==> src/rtl/pmt_reg_cmd_slave.sv <==
// PMT register-command slave: parses two-word command frames from the master
// link, issues one local register write or read per frame, and returns read
// data as a two-word response frame. Protocol violations feed saturating
// error counters.
module pmt_reg_cmd_slave #(
  parameter int unsigned RD_TIMEOUT = 64,
  parameter int unsigned ERR_CNT_W  = 16
) (
  input  logic                 clk_100m,
  input  logic                 rst_100m,
  input  logic [31:0]          pmt_master_wr_data,
  input  logic [1:0]           pmt_master_wr_vld,
  output logic                 reg_wr_en,
  output logic                 reg_rd_en,
  output logic [15:0]          reg_addr,
  output logic [31:0]          reg_wr_data,
  input  logic [31:0]          reg_rd_data,
  input  logic                 reg_rd_vld,
  output logic [31:0]          pmt_slave_rd_data,
  output logic [1:0]           pmt_slave_rd_vld,
  output logic                 busy,
  output logic [ERR_CNT_W-1:0] err_hdr_cnt,
  output logic [ERR_CNT_W-1:0] err_seq_cnt,
  output logic [ERR_CNT_W-1:0] err_tmo_cnt
);

  localparam int unsigned TMR_W = (RD_TIMEOUT > 1) ? $clog2(RD_TIMEOUT) : 1;
  localparam logic [7:0]  MAGIC = 8'h01;

  typedef enum logic [2:0] {
    ST_IDLE,
    ST_HDR,
    ST_RD_WAIT,
    ST_RESP_H,
    ST_RESP_D
  } state_e;

  state_e               state_q, state_d;
  logic [15:0]          addr_q, addr_d;
  logic                 cmd_q, cmd_d;
  logic                 reg_wr_en_q, reg_wr_en_d;
  logic                 reg_rd_en_q, reg_rd_en_d;
  logic [15:0]          reg_addr_q, reg_addr_d;
  logic [31:0]          reg_wr_data_q, reg_wr_data_d;
  logic [31:0]          rd_cap_q, rd_cap_d;
  logic [TMR_W-1:0]     timer_q, timer_d;
  logic [31:0]          slv_data_q, slv_data_d;
  logic [1:0]           slv_vld_q, slv_vld_d;
  logic                 busy_q, busy_d;
  logic [ERR_CNT_W-1:0] hdr_cnt_q, hdr_cnt_d;
  logic [ERR_CNT_W-1:0] seq_cnt_q, seq_cnt_d;
  logic [ERR_CNT_W-1:0] tmo_cnt_q, tmo_cnt_d;

  logic is_hdr;
  logic is_data;
  logic hdr_ok;
  logic hdr_inc;
  logic seq_inc;
  logic tmo_inc;

  // Word classification; 2'b10 and 2'b00 carry no word.
  always_comb begin
    is_hdr  = (pmt_master_wr_vld == 2'b11);
    is_data = (pmt_master_wr_vld == 2'b01);
    hdr_ok  = (pmt_master_wr_data[15:8] == MAGIC) && (pmt_master_wr_data[6:0] == 7'h0);
  end

  // Frame parser, register strobes, response sequencing and error events.
  always_comb begin
    state_d       = state_q;
    addr_d        = addr_q;
    cmd_d         = cmd_q;
    reg_wr_en_d   = 1'b0;
    reg_rd_en_d   = 1'b0;
    reg_addr_d    = reg_addr_q;
    reg_wr_data_d = reg_wr_data_q;
    rd_cap_d      = rd_cap_q;
    timer_d       = timer_q;
    slv_data_d    = 32'h0;
    slv_vld_d     = 2'b00;
    hdr_inc       = 1'b0;
    seq_inc       = 1'b0;
    tmo_inc       = 1'b0;

    case (state_q)
      ST_IDLE: begin
        if (is_hdr) begin
          if (hdr_ok) begin
            addr_d  = pmt_master_wr_data[31:16];
            cmd_d   = pmt_master_wr_data[7];
            state_d = ST_HDR;
          end else begin
            hdr_inc = 1'b1;
          end
        end else if (is_data) begin
          seq_inc = 1'b1;
        end
      end

      ST_HDR: begin
        if (is_hdr) begin
          // Second header drops the pending frame; a good one restarts it.
          hdr_inc = 1'b1;
          if (hdr_ok) begin
            addr_d = pmt_master_wr_data[31:16];
            cmd_d  = pmt_master_wr_data[7];
          end else begin
            state_d = ST_IDLE;
          end
        end else if (is_data) begin
          reg_addr_d = addr_q;
          if (!cmd_q) begin
            reg_wr_en_d   = 1'b1;
            reg_wr_data_d = pmt_master_wr_data;
            state_d       = ST_IDLE;
          end else begin
            reg_rd_en_d = 1'b1;
            timer_d     = '0;
            state_d     = ST_RD_WAIT;
          end
        end
      end

      ST_RD_WAIT: begin
        if (is_hdr) begin
          hdr_inc = 1'b1;
        end else if (is_data) begin
          seq_inc = 1'b1;
        end
        if (reg_rd_vld) begin
          rd_cap_d   = reg_rd_data;
          slv_vld_d  = 2'b11;
          slv_data_d = {addr_q, MAGIC, 1'b1, 7'h0};
          state_d    = ST_RESP_H;
        end else if (timer_q == TMR_W'(RD_TIMEOUT - 1)) begin
          tmo_inc = 1'b1;
          state_d = ST_IDLE;
        end else begin
          timer_d = timer_q + TMR_W'(1);
        end
      end

      ST_RESP_H: begin
        if (is_hdr) begin
          hdr_inc = 1'b1;
        end else if (is_data) begin
          seq_inc = 1'b1;
        end
        slv_vld_d  = 2'b01;
        slv_data_d = rd_cap_q;
        state_d    = ST_RESP_D;
      end

      ST_RESP_D: begin
        if (is_hdr) begin
          hdr_inc = 1'b1;
        end else if (is_data) begin
          seq_inc = 1'b1;
        end
        state_d = ST_IDLE;
      end

      default: state_d = ST_IDLE;
    endcase

    busy_d = (state_d != ST_IDLE);
  end

  // Saturating error counters.
  always_comb begin
    hdr_cnt_d = (hdr_inc && (hdr_cnt_q != '1)) ? hdr_cnt_q + ERR_CNT_W'(1) : hdr_cnt_q;
    seq_cnt_d = (seq_inc && (seq_cnt_q != '1)) ? seq_cnt_q + ERR_CNT_W'(1) : seq_cnt_q;
    tmo_cnt_d = (tmo_inc && (tmo_cnt_q != '1)) ? tmo_cnt_q + ERR_CNT_W'(1) : tmo_cnt_q;
  end

  // State and output registers with synchronous reset.
  always_ff @(posedge clk_100m) begin
    if (rst_100m) begin
      state_q       <= ST_IDLE;
      addr_q        <= '0;
      cmd_q         <= 1'b0;
      reg_wr_en_q   <= 1'b0;
      reg_rd_en_q   <= 1'b0;
      reg_addr_q    <= '0;
      reg_wr_data_q <= '0;
      rd_cap_q      <= '0;
      timer_q       <= '0;
      slv_data_q    <= '0;
      slv_vld_q     <= 2'b00;
      busy_q        <= 1'b0;
      hdr_cnt_q     <= '0;
      seq_cnt_q     <= '0;
      tmo_cnt_q     <= '0;
    end else begin
      state_q       <= state_d;
      addr_q        <= addr_d;
      cmd_q         <= cmd_d;
      reg_wr_en_q   <= reg_wr_en_d;
      reg_rd_en_q   <= reg_rd_en_d;
      reg_addr_q    <= reg_addr_d;
      reg_wr_data_q <= reg_wr_data_d;
      rd_cap_q      <= rd_cap_d;
      timer_q       <= timer_d;
      slv_data_q    <= slv_data_d;
      slv_vld_q     <= slv_vld_d;
      busy_q        <= busy_d;
      hdr_cnt_q     <= hdr_cnt_d;
      seq_cnt_q     <= seq_cnt_d;
      tmo_cnt_q     <= tmo_cnt_d;
    end
  end

  assign reg_wr_en         = reg_wr_en_q;
  assign reg_rd_en         = reg_rd_en_q;
  assign reg_addr          = reg_addr_q;
  assign reg_wr_data       = reg_wr_data_q;
  assign pmt_slave_rd_data = slv_data_q;
  assign pmt_slave_rd_vld  = slv_vld_q;
  assign busy              = busy_q;
  assign err_hdr_cnt       = hdr_cnt_q;
  assign err_seq_cnt       = seq_cnt_q;
  assign err_tmo_cnt       = tmo_cnt_q;

endmodule

==> config.mk <==
export PLATFORM = sky130hd
export DESIGN_NAME = pmt_reg_cmd_slave
export DESIGN_NICKNAME = d
export VERILOG_FILES = /design/src/rtl/pmt_reg_cmd_slave.sv
export SDC_FILE = /design/constraint.sdc
export NUM_CORES = 1
export LEC_CHECK = 0
export CORE_ASPECT_RATIO = 0.75
export CORE_MARGIN = 2
export CORE_UTILIZATION = 40
export CTS_CLUSTER_SIZE = 8
export DETAILED_ROUTE_END_ITERATION = 8
export GPL_TIMING_DRIVEN = 0
export PLACE_DENSITY = 0.69
export SETUP_SLACK_MARGIN = 0.5
export SYNTH_ARGS = -nofsm -noshare
export SYNTH_HDL_FRONTEND = slang
export SYNTH_SLANG_ARGS = --single-unit
==> constraint.sdc <==
create_clock -name clk_100m -period 2.4 [get_ports clk_100m]
set_input_delay 0.48 -clock clk_100m [delete_from_list [all_inputs] [get_ports clk_100m]]
set_output_delay 0.48 -clock clk_100m [all_outputs]
set_load 0.005 [all_outputs]
==> impl_metrics.csv, run 1 <==
group,metric,value,unit
logic_synthesis,synth-seq-cells,191,
logic_synthesis,synth.top_cells.by_area,"dfxtp_1 (51%), nand2_1 (11%), a21oi_1 (7.7%), nor2_1 (3.2%), xnor2_1 (3.2%)",
power,p_leak,3.86,nW
global_routing,grt_first_pass_wirelength,35.7,mm
logic_synthesis,syn_avg_cell_area,8.40,µm²
clocking,clk_root_buffer_cell,"clkbuf_16",
timing,slew_viol_final,0,
power,ir_worst_vdd,0.433,mV
floorplanning,rows,43,
floorplanning,core_area,18300,µm²
logic_synthesis,synthFlopType,"dfxtp_1",
routing,routed_via_density,5.22,
outcome,status,"completed",
min_path,hold_path_class,"primary input to register",
logic_synthesis,yosys_warnings,0,
timing,fin_ws,399,ps
routing,drtIter0Drc,440,
logic_synthesis,synth.largest_area_cell,"dfxtp_1",
timing,fin_crit_sh,83.4,%
logic_synthesis,synthCells,885,
place,post-place-ws,-809,ps
logic_synthesis,synthXorXnorAreaFrac,3.42,%
logic_synthesis,yosysTopAreaCellShare,51.4,%
clocking,htreeDepth,4,
clocking,clock_latency,430,ps
place,gp_congestion,0.836,
clocking,numCtsBuffers,17,
logic_synthesis,synthMuxAreaShare,0.875,%
layout,area_growth,53.5,%
floorplanning,dieArea,19700,µm²
run,timing.max_cap.violations,0,
timing,rsz0062_at_grt,"yes",
logic_synthesis,yosysMostFrequentCell,"nand2_1",
logic_synthesis,synthArstFlopShare,0,%
logic_synthesis,synth_enable_flop_cells,0,
worst_setup_path,critical_path.endpoint_type,"register",
worst_setup_path,worst_ep_required_time,2720,ps
logic_synthesis,synth-compound-area-share,12.2,%
global_routing,grt_pass1_vias,6698,
layout,antenna_cells,0,
logic_synthesis,synthAdderAreaFrac,0.673,%
worst_setup_path,worstSetupPathType,"register to register",
logic_synthesis,yosysSeqAreaShare,51.4,%
logic_synthesis,synth_common_cells,"nand2_1 (218), dfxtp_1 (191), a21oi_1 (114), nor2_1 (64), clkbuf_1 (47)",
worst_setup_path,critPathLaunchType,"register",
routing,drc,0,
clocking,cts_max_path_buffers,2,
global_routing,grt_max_degree,17,
floorplanning,ioPinCount,202,
logic_synthesis,syn_area,7440,µm²
logic_synthesis,syn_nets,958,
clocking,cts_sinks,191,
routing,drtPass1Iterations,7,
logic_synthesis,synthSimpleGateAreaFrac,28.0,%
worst_setup_path,arrival,2320,ps
timing,tightestPinTransition,644,ps
worst_setup_path,cp_max_fo,9,
routing,drt-wirelength-per-cell,16.7,µm
timing,slew-limit-headroom,56.8,%
timing,hold_violations,0,
logic_synthesis,synth_cell_type_count,49,
place,port-buffer-count,201,
power,pwr_density_cell,557,nW/µm²
floorplanning,dieWidth,161,µm
timing,max_freq,500,MHz
timing,skew,7.24,ps
layout,layout.nets,1208,
global_routing,grt_overflow,0,
floorplanning,fp.dieH,122,µm
routing,antenna_left,0,
timing,period_minus_slack,2000,ps
routing,routed_wl,23.2,mm
global_routing,antenna_found_initial,0,
power,power.total,0.00636,W
logic_synthesis,synth_top_family_by_area,"simple AND/OR/NAND/NOR gates",
place,dpl.hpwl,15.9,mm
routing,vias,7272,
clocking,clk_pin_slew,70,ps
timing,finalSetupViolCount,0,
timing,tns,0,ps
floorplanning,initial_core_util,40.5,%
layout,drive_above_1_share,21.1,%
clocking,cts_tree,"built",
global_routing,track_usage,23.1,%
[final timing paths]
path	startpoint	endpoint	slack (ps)	cells past startpoint
setup / recovery	state_q[2]	err_tmo_cnt[7]	400	7
hold / removal	pmt_master_wr_data[0]	reg_wr_data[0]	380	3
setup reg to reg	state_q[2]	err_tmo_cnt[7]	400	7
hold reg to reg	rd_cap_q[0]	rd_cap_q[0]	450	2
[kinds of logic (layout without fill, tap and decap cells)]
family                     Yosys count  after routing
buffers and inverters               63            324
AOI/OAI and AO/OA                  162            163
xor gates and xnor gates            29             29
muxes                                6              6
and+or+nand+nor                    430            430
adders and majority gates            4              4
DFF                                191            191
[report_power, final]
group | internal (W) | switching, W
Combinational | 0.000130 | 0.000118
Clock | 0.00167 | 0.00126
Sequential | 0.00317 | 0.00000642
[per-stage QoR]
| stage | cells | instance area (µm²) | util, % | hold WS, ps |
|---|---|---|---|---|
| 6_report | 1394 | 11400 | 62.2 | 381 |
| 5_1_grt | 1394 | 11400 | 62.2 | 384 |
| 4_1_cts | 1382 | 10800 | 59.1 | 452 |
| 3_5_place_dp | 1333 | 9800 | 53.4 | 443 |
| 3_3_place_gp | 1333 | 9800 | 53.4 | 439 |
| 2_1_floorplan | 885 | 7480 | - | 426 |
[critical path, cell delays in order (launching register included)]
cell	delay (ps)
dfxtp_4	360
or3b_1	350
or4_4	440
buf_8	160
buf_12	140
nor4_4	250
xnor2_1	140
nor2_1	50
[flip-flops by register name, indices dropped and copies added, names as in the netlist]
| name | cells |
|---|---|
| err_hdr_cnt | 16 |
| pmt_slave_rd_vld | 2 |
| reg_wr_en | 1 |
| reg_wr_data | 32 |
| pmt_slave_rd_data | 32 |
| timer_q | 6 |
| reg_rd_en | 1 |
| state_q | 3 |
| cmd_q | 1 |
| err_tmo_cnt | 16 |
| rd_cap_q | 32 |
| busy | 1 |
| err_seq_cnt | 16 |
| reg_addr | 16 |
| addr_q | 16 |
[what timing repair did]
| action | in CTS | in global routing |
|---|---|---|
| buffers inserted | 17 | 8 |
| pin swaps | 16 | 33 |
| resized for setup | 104 | 157 |
| hold buffers | 0 | 0 |
| cloned | 1 | 4 |
| endpoints found under the setup margin | 192 | 174 |
[placed cells by master, fill, tap and decap left out, drive strengths merged, types with 5 or more instances in the layout]
cell type	synthesis	layout
o21ai	12	12
nor3	14	14
o31ai	6	6
or4	7	7
and2	5	5
nor4b	5	5
or3	13	13
a22oi	16	16
clkbuf	47	58
dfxtp	191	191
nand2	218	218
nor2	64	64
xnor2	27	27
nor2b	8	8
buf	7	44
nor4	19	19
clkdlybuf4s50	0	191
nand2b	5	5
and4	7	7
a21oi	114	114
inv	9	12
nand3	21	21
nand4	13	13
a211oi	7	7
dlygate4sd2	0	7
and3	17	17
[area by class of cell]
cell class / count / area, µm²
Tap cell: 247 / 309
Clock buffer: 19 / 443
Sequential cell: 191 / 3880
Buffer: 54 / 378
Timing Repair Buffer: 230 / 2320
Multi-Input combinational cell: 632 / 3890
Clock inverter: 12 / 159
Fill cell: 1589 / 6930
Inverter: 9 / 33.8
[layer usage]
metal	vias up	global-route usage [%]	part of all wire, %	routed length, µm
met5	-	0	0	0
met4	0	7.25	2.1	480
met3	38	6.81	8.1	1870
met2	251	35.3	45	10400
met1	3448	31.5	45	10400
li1	3535	-	-	-
Power figures use the tool's default switching activity.
==> inputs of run 2 (changes only) <==
==> constraint.sdc (replaced) <==
create_clock -name clk_100m -period 2 [get_ports clk_100m]
set_input_delay 0.4 -clock clk_100m [delete_from_list [all_inputs] [get_ports clk_100m]]
set_output_delay 0.4 -clock clk_100m [all_outputs]
set_load 0.005 [all_outputs]
==> impl_metrics.csv, run 2 (synthesized netlist as in run 1, its figures left out) <==
group,metric,value,unit
global_routing,track_usage,27.0,%
clocking,clk_pin_slew,70,ps
floorplanning,dieWidth,161,µm
routing,drtIter0Drc,760,
outcome,status,"complete, but fails checks",
layout,area_growth,90.3,%
routing,vias,8383,
worst_setup_path,worstSetupPathType,"primary input to register",
power,pwr_density_cell,556,nW/µm²
timing,finalSetupViolCount,30,
worst_setup_path,crit_family,"buffers and inverters",
timing,period_minus_slack,2270,ps
place,placedCellCount,1333,
clocking,postCtsHoldBufs,0,
clocking,cts_tree,"built",
power,swShare,22.0,%
timing,max_freq,440,MHz
worst_setup_path,cp_slowest_cell,"or4_4",
clocking,clk_root_buffer_cell,"clkbuf_16",
timing,tightestPinTransition,658,ps
floorplanning,dieArea,19700,µm²
routing,routed_wl,31.1,mm
global_routing,grt_first_pass_wirelength,41.5,mm
routing,drtPass1Iterations,5,
global_routing,grt_max_degree,17,
global_routing,grt_pass1_vias,7563,
power,internal_power,0.00614,W
timing,slew_viol_final,0,
layout,instances_no_fill,1512,
timing,fin_crit_sh,114,%
floorplanning,core_area,18300,µm²
worst_setup_path,critical_path.endpoint_type,"register",
clocking,cts_sinks,191,
worst_setup_path,cp_num_buf_inv,4,
timing,fin_ws,-272,ps
timing,rsz0062_at_grt,"yes",
global_routing,grt_overflow,0,
power,power.total,0.00787,W
timing,slew-limit-headroom,56.0,%
worst_setup_path,critPathLaunchType,"primary input",
layout,layout.nets,1324,
power,pwr-share-clk,47.1,%
power,switchingPower,0.00173,W
worst_setup_path,crit_top_cell,"buf_8",
clocking,clock_latency,440,ps
place,dpl.hpwl,16.1,mm
routing,routed_via_density,5.54,
worst_setup_path,critical_path.max_stage_delay,680,ps
clocking,cts_max_path_buffers,2,
min_path,hold_path_class,"primary input to register",
outcome,violations,"setup timing",
floorplanning,initial_core_util,40.5,%
power,ir_worst_vdd,0.480,mV
floorplanning,ioPinCount,202,
worst_setup_path,cp_max_fo,6,
layout,drive_above_1_share,43.3,%
routing,drt-wirelength-per-cell,20.5,µm
clocking,htreeDepth,4,
place,port-buffer-count,201,
routing,drc,0,
power,pwr-share-comb,4.9,%
worst_setup_path,r2r_slack,-260,ps
timing,skew,10.0,ps
worst_setup_path,worst_ep_required_time,2320,ps
layout,final_cell_mix,"nand2_1 (133), dfxtp_1 (131), clkdlybuf4s50_1 (129), buf_4 (75), a21oi_2 (60)",
routing,antenna_left,0,
worst_setup_path,arrival,2590,ps
place,gp_congestion,0.863,
floorplanning,rows,43,
floorplanning,fp.dieH,122,µm
clocking,numCtsBuffers,17,
global_routing,antenna_found_initial,1,
worst_setup_path,cp_cell_sequence,"clkdlybuf4s50_1, or4_4, buf_8, buf_8, buf_6, nor3_4, nor2_1, a211oi_1",
power,p_leak,5.58,nW
layout,final_core_util,77.2,%
run,timing.max_cap.violations,0,
power,seq_power_share,47.9,%
layout,layout_commonest_cell,"nand2_1",
timing,hold_violations,0,
==> run 2: changes by cell type in the layout (fill, tap and decap cells not counted), sizes merged <==
cell           previous run  this run
clkbuf                   58        61
inv                      12        10
buf                      44       160
bufinv                    3         4
dlymetal6s2s              3        24
dlygate4sd2               7        47
clkinv                    4         3
diode                     0         2
clkdlybuf4s50           191       129
==> run 2: layer usage <==
layer | track usage, % | wire length [µm]
met1 | 35.3 | 12900
met2 | 43.1 | 14500
met3 | 8.10 | 2440
met4 | 8.26 | 1230
met5 | 0 | 0
==> run 2: worst paths after layout <==
check	from	end	cells past startpoint
max	reg_rd_vld	err_tmo_cnt[12]	8
min	pmt_master_wr_data[11]	reg_wr_data[11]	3
max reg2reg	state_q[0]	err_tmo_cnt[12]	8
min reg2reg	rd_cap_q[10]	rd_cap_q[10]	2
==> run 2: power by group through the flow <==
stage	Combinational, W	Sequential [W]	Clock (W)
floorplan	0.0000776	0.00390	0
global route	0.000405	0.00377	0.00391
global placement	0.000280	0.00390	0
detailed placement	0.000279	0.00390	0
finish	0.000388	0.00377	0.00371
CTS	0.000335	0.00378	0.00371
==> run 2: repair_timing <==
| item | 4_1_cts | 5_1_grt |
|---|---|---|
| pin swaps | 144 | 78 |
| setup buffers | 96 | 30 |
| cloned | 15 | 5 |
| resized for setup | 415 | 257 |
| endpoints found under the setup margin | 324 | 287 |
==> run 2: final cells by class <==
| cell class | count | area, µm² |
|---|---|---|
| well taps | 247 | 309 |
| repair buffers | 346 | 3570 |
| fillers | 1122 | 4190 |
| multi-input cells | 632 | 4940 |
| clock buffers | 21 | 470 |
| flip-flops and latches | 191 | 3970 |
| inverters | 9 | 33.8 |
| diodes | 2 | 5.00 |
| clock inverters | 10 | 159 |
| plain buffers | 54 | 691 |
==> run 2: worst register-to-register path, stage by stage, from the launching register on <==
cell and delay [ps]:
dfxtp_4 350, or3b_1 390, or4_4 500, buf_8 180
buf_8 140, buf_6 110, nor3_4 130, nor2_1 80
a211oi_1 270
==> run 2: metrics by stage <==
stage                     worst slack (ps)  TNS [ps]  instance area (µm²)  hold WS (ps)
after floorplan                      -1.02     -1.02                 7680           426
after global placement               -1060   -121110                10000           437
after detailed placement             -1110   -123340                10000           442
after CTS                            -51.3      -183                12900           369
after global routing                  -338     -3420                14200           376
final                                 -272     -1790                14200           385
==> inputs of run 3 (changes only) <==
--- a/config.mk
+++ b/config.mk
@@ -13,6 +13,7 @@
 export GPL_TIMING_DRIVEN = 0
 export PLACE_DENSITY = 0.69
 export SETUP_SLACK_MARGIN = 0.5
+export SKIP_LAST_GASP = 1
 export SYNTH_ARGS = -nofsm -noshare
 export SYNTH_HDL_FRONTEND = slang
 export SYNTH_SLANG_ARGS = --single-unit
==> impl_metrics.csv, run 3 (synthesized netlist as in run 1, its figures left out) <==
group,metric,value,unit
global_routing,antenna_found_initial,1,
routing,drtPass1Iterations,5,
worst_setup_path,worstSetupPathType,"primary input to register",
timing,skew,15.5,ps
timing,slew-limit-headroom,56.4,%
routing,vias,8392,
timing,hold_violations,0,
floorplanning,initial_core_util,40.5,%
layout,drive_above_1_share,47.4,%
power,power.total,0.00791,W
global_routing,met3_usage,7.73,%
global_routing,gr-usage-met1,35.9,%
worst_setup_path,worst_ep_required_time,2320,ps
clocking,cts_max_path_buffers,2,
clocking,clk_pin_slew,80,ps
place,post-place-ws,-1110,ps
place,dpl.hpwl,16.1,mm
floorplanning,rows,43,
worst_setup_path,critPathLaunchType,"primary input",
place,gp_congestion,0.863,
layout,fill_cells,999,
place,port-buffer-count,201,
timing,slew_viol_final,0,
routing,routed_wl,32.1,mm
place,placedCellCount,1333,
timing,period_minus_slack,2190,ps
layout,layout.nets,1331,
global_routing,grt_pass1_vias,7585,
layout,layout_commonest_cell,"dfxtp_1",
timing,fin_crit_sh,110,%
global_routing,grt_overflow,0,
global_routing,grt_first_pass_wirelength,41.8,mm
clocking,cts_tree,"built",
worst_setup_path,arrival,2510,ps
layout,area_growth,97.6,%
timing,timing.hold.ws,395,ps
routing,routed_via_density,5.53,
power,pwr_density_cell,538,nW/µm²
routing,antenna_left,0,
routing,drtIter0Drc,680,
global_routing,use_met2,43.3,%
clocking,htreeDepth,4,
routing,drt-wirelength-per-cell,21.2,µm
clocking,numCtsBuffers,17,
global_routing,grt-busiest-layer,"met2",
floorplanning,dieArea,19700,µm²
worst_setup_path,cp_max_fo,6,
global_routing,grt_max_degree,17,
run,timing.max_cap.violations,0,
power,ir_worst_vdd,0.494,mV
routing,drc,0,
worst_setup_path,critical_path.endpoint_type,"register",
clocking,clock_latency,450,ps
floorplanning,fp.dieH,122,µm
clocking,postCtsHoldBufs,0,
floorplanning,core_area,18300,µm²
floorplanning,ioPinCount,202,
timing,rsz0062_at_grt,"yes",
timing,finalSetupViolCount,23,
outcome,violations,"setup timing",
clocking,cts_sinks,191,
timing,fin_ws,-194,ps
outcome,status,"complete, but fails checks",
layout,instances_no_fill,1518,
floorplanning,dieWidth,161,µm
global_routing,track_usage,27.2,%
timing,tightestPinTransition,652,ps
min_path,hold_path_class,"primary input to register",
timing,max_freq,456,MHz
layout,final_cell_mix,"dfxtp_1 (125), nand2_1 (122), dlymetal6s2s_1 (92), a21oi_2 (88), buf_4 (78)",
power,p_leak,7.18,nW
clocking,clk_root_buffer_cell,"clkbuf_16",
==> run 3: cell types whose count changed in the layout (fill, tap and decap cells not counted), sizes merged <==
cell	delta
clkdlybuf4s50	-68
clkbuf	-2
dlymetal6s2s	+68
buf	+9
diode	-1
==> run 3: worst max-delay path, cell delays in order <==
cell and delay, ps:
clkdlybuf4s50_1 620, or4_4 700, buf_8 180, buf_4 140, nor4_4 210, xnor2_1 200, nor2_1 70
==> run 3: per-stage QoR <==
step                      instance area, µm²  TNS [ps]  utilization (%)
after global placement                 10000   -121110             54.5
after CTS                              12900      -183             70.3
after global routing                   14700     -3560             80.1
after floorplan                         7680     -1.02                -
after detailed placement               10000   -123340             54.5
final                                  14700     -1800             80.1
==> run 3: routing by layer <==
layer | vias to the layer above | wire, µm
met2 | 442 | 15400
met3 | 92 | 2670
met5 | - | 0
met4 | 0 | 1100
li1 | 3802 | -
met1 | 4056 | 12900
==> run 3: where the power goes <==
group          total, W  internal (W)  switching (W)
clock           0.00373       0.00219        0.00154
sequential      0.00378       0.00377     0.00000579
combinational  0.000411      0.000190       0.000221
==> run 3: worst paths after layout <==
kind	depth (start not counted)	from	endpoint	slack, ps
worst min-delay path	3	pmt_master_wr_data[11]	reg_wr_data[11]	390
worst max register to register	7	state_q[2]	err_tmo_cnt[13]	-180
worst min register to register	2	reg_wr_data[19]	reg_wr_data[19]	450
worst max-delay path	7	reg_rd_vld	err_tmo_cnt[13]	-190
==> run 3: area by class of cell <==
cell class,instances,area (µm²),area share [%]
repair buffers,353,3830,26.1
clock buffers,21,470,3.20
clock inverters,10,159,1.08
plain buffers,54,697,4.74
inverters,9,33.8,0.230
multi-input cells,632,5220,35.5
well taps,247,309,2.10
diodes,1,2.50,0.0170
flip-flops and latches,191,3980,27.1
==> run 3: what timing repair did <==
item | CTS | global route
pin swaps | 139 | 160
setup endpoints to repair | 324 | 286
resized for setup | 407 | 415
buffers inserted | 96 | 38
cloned | 15 | 4
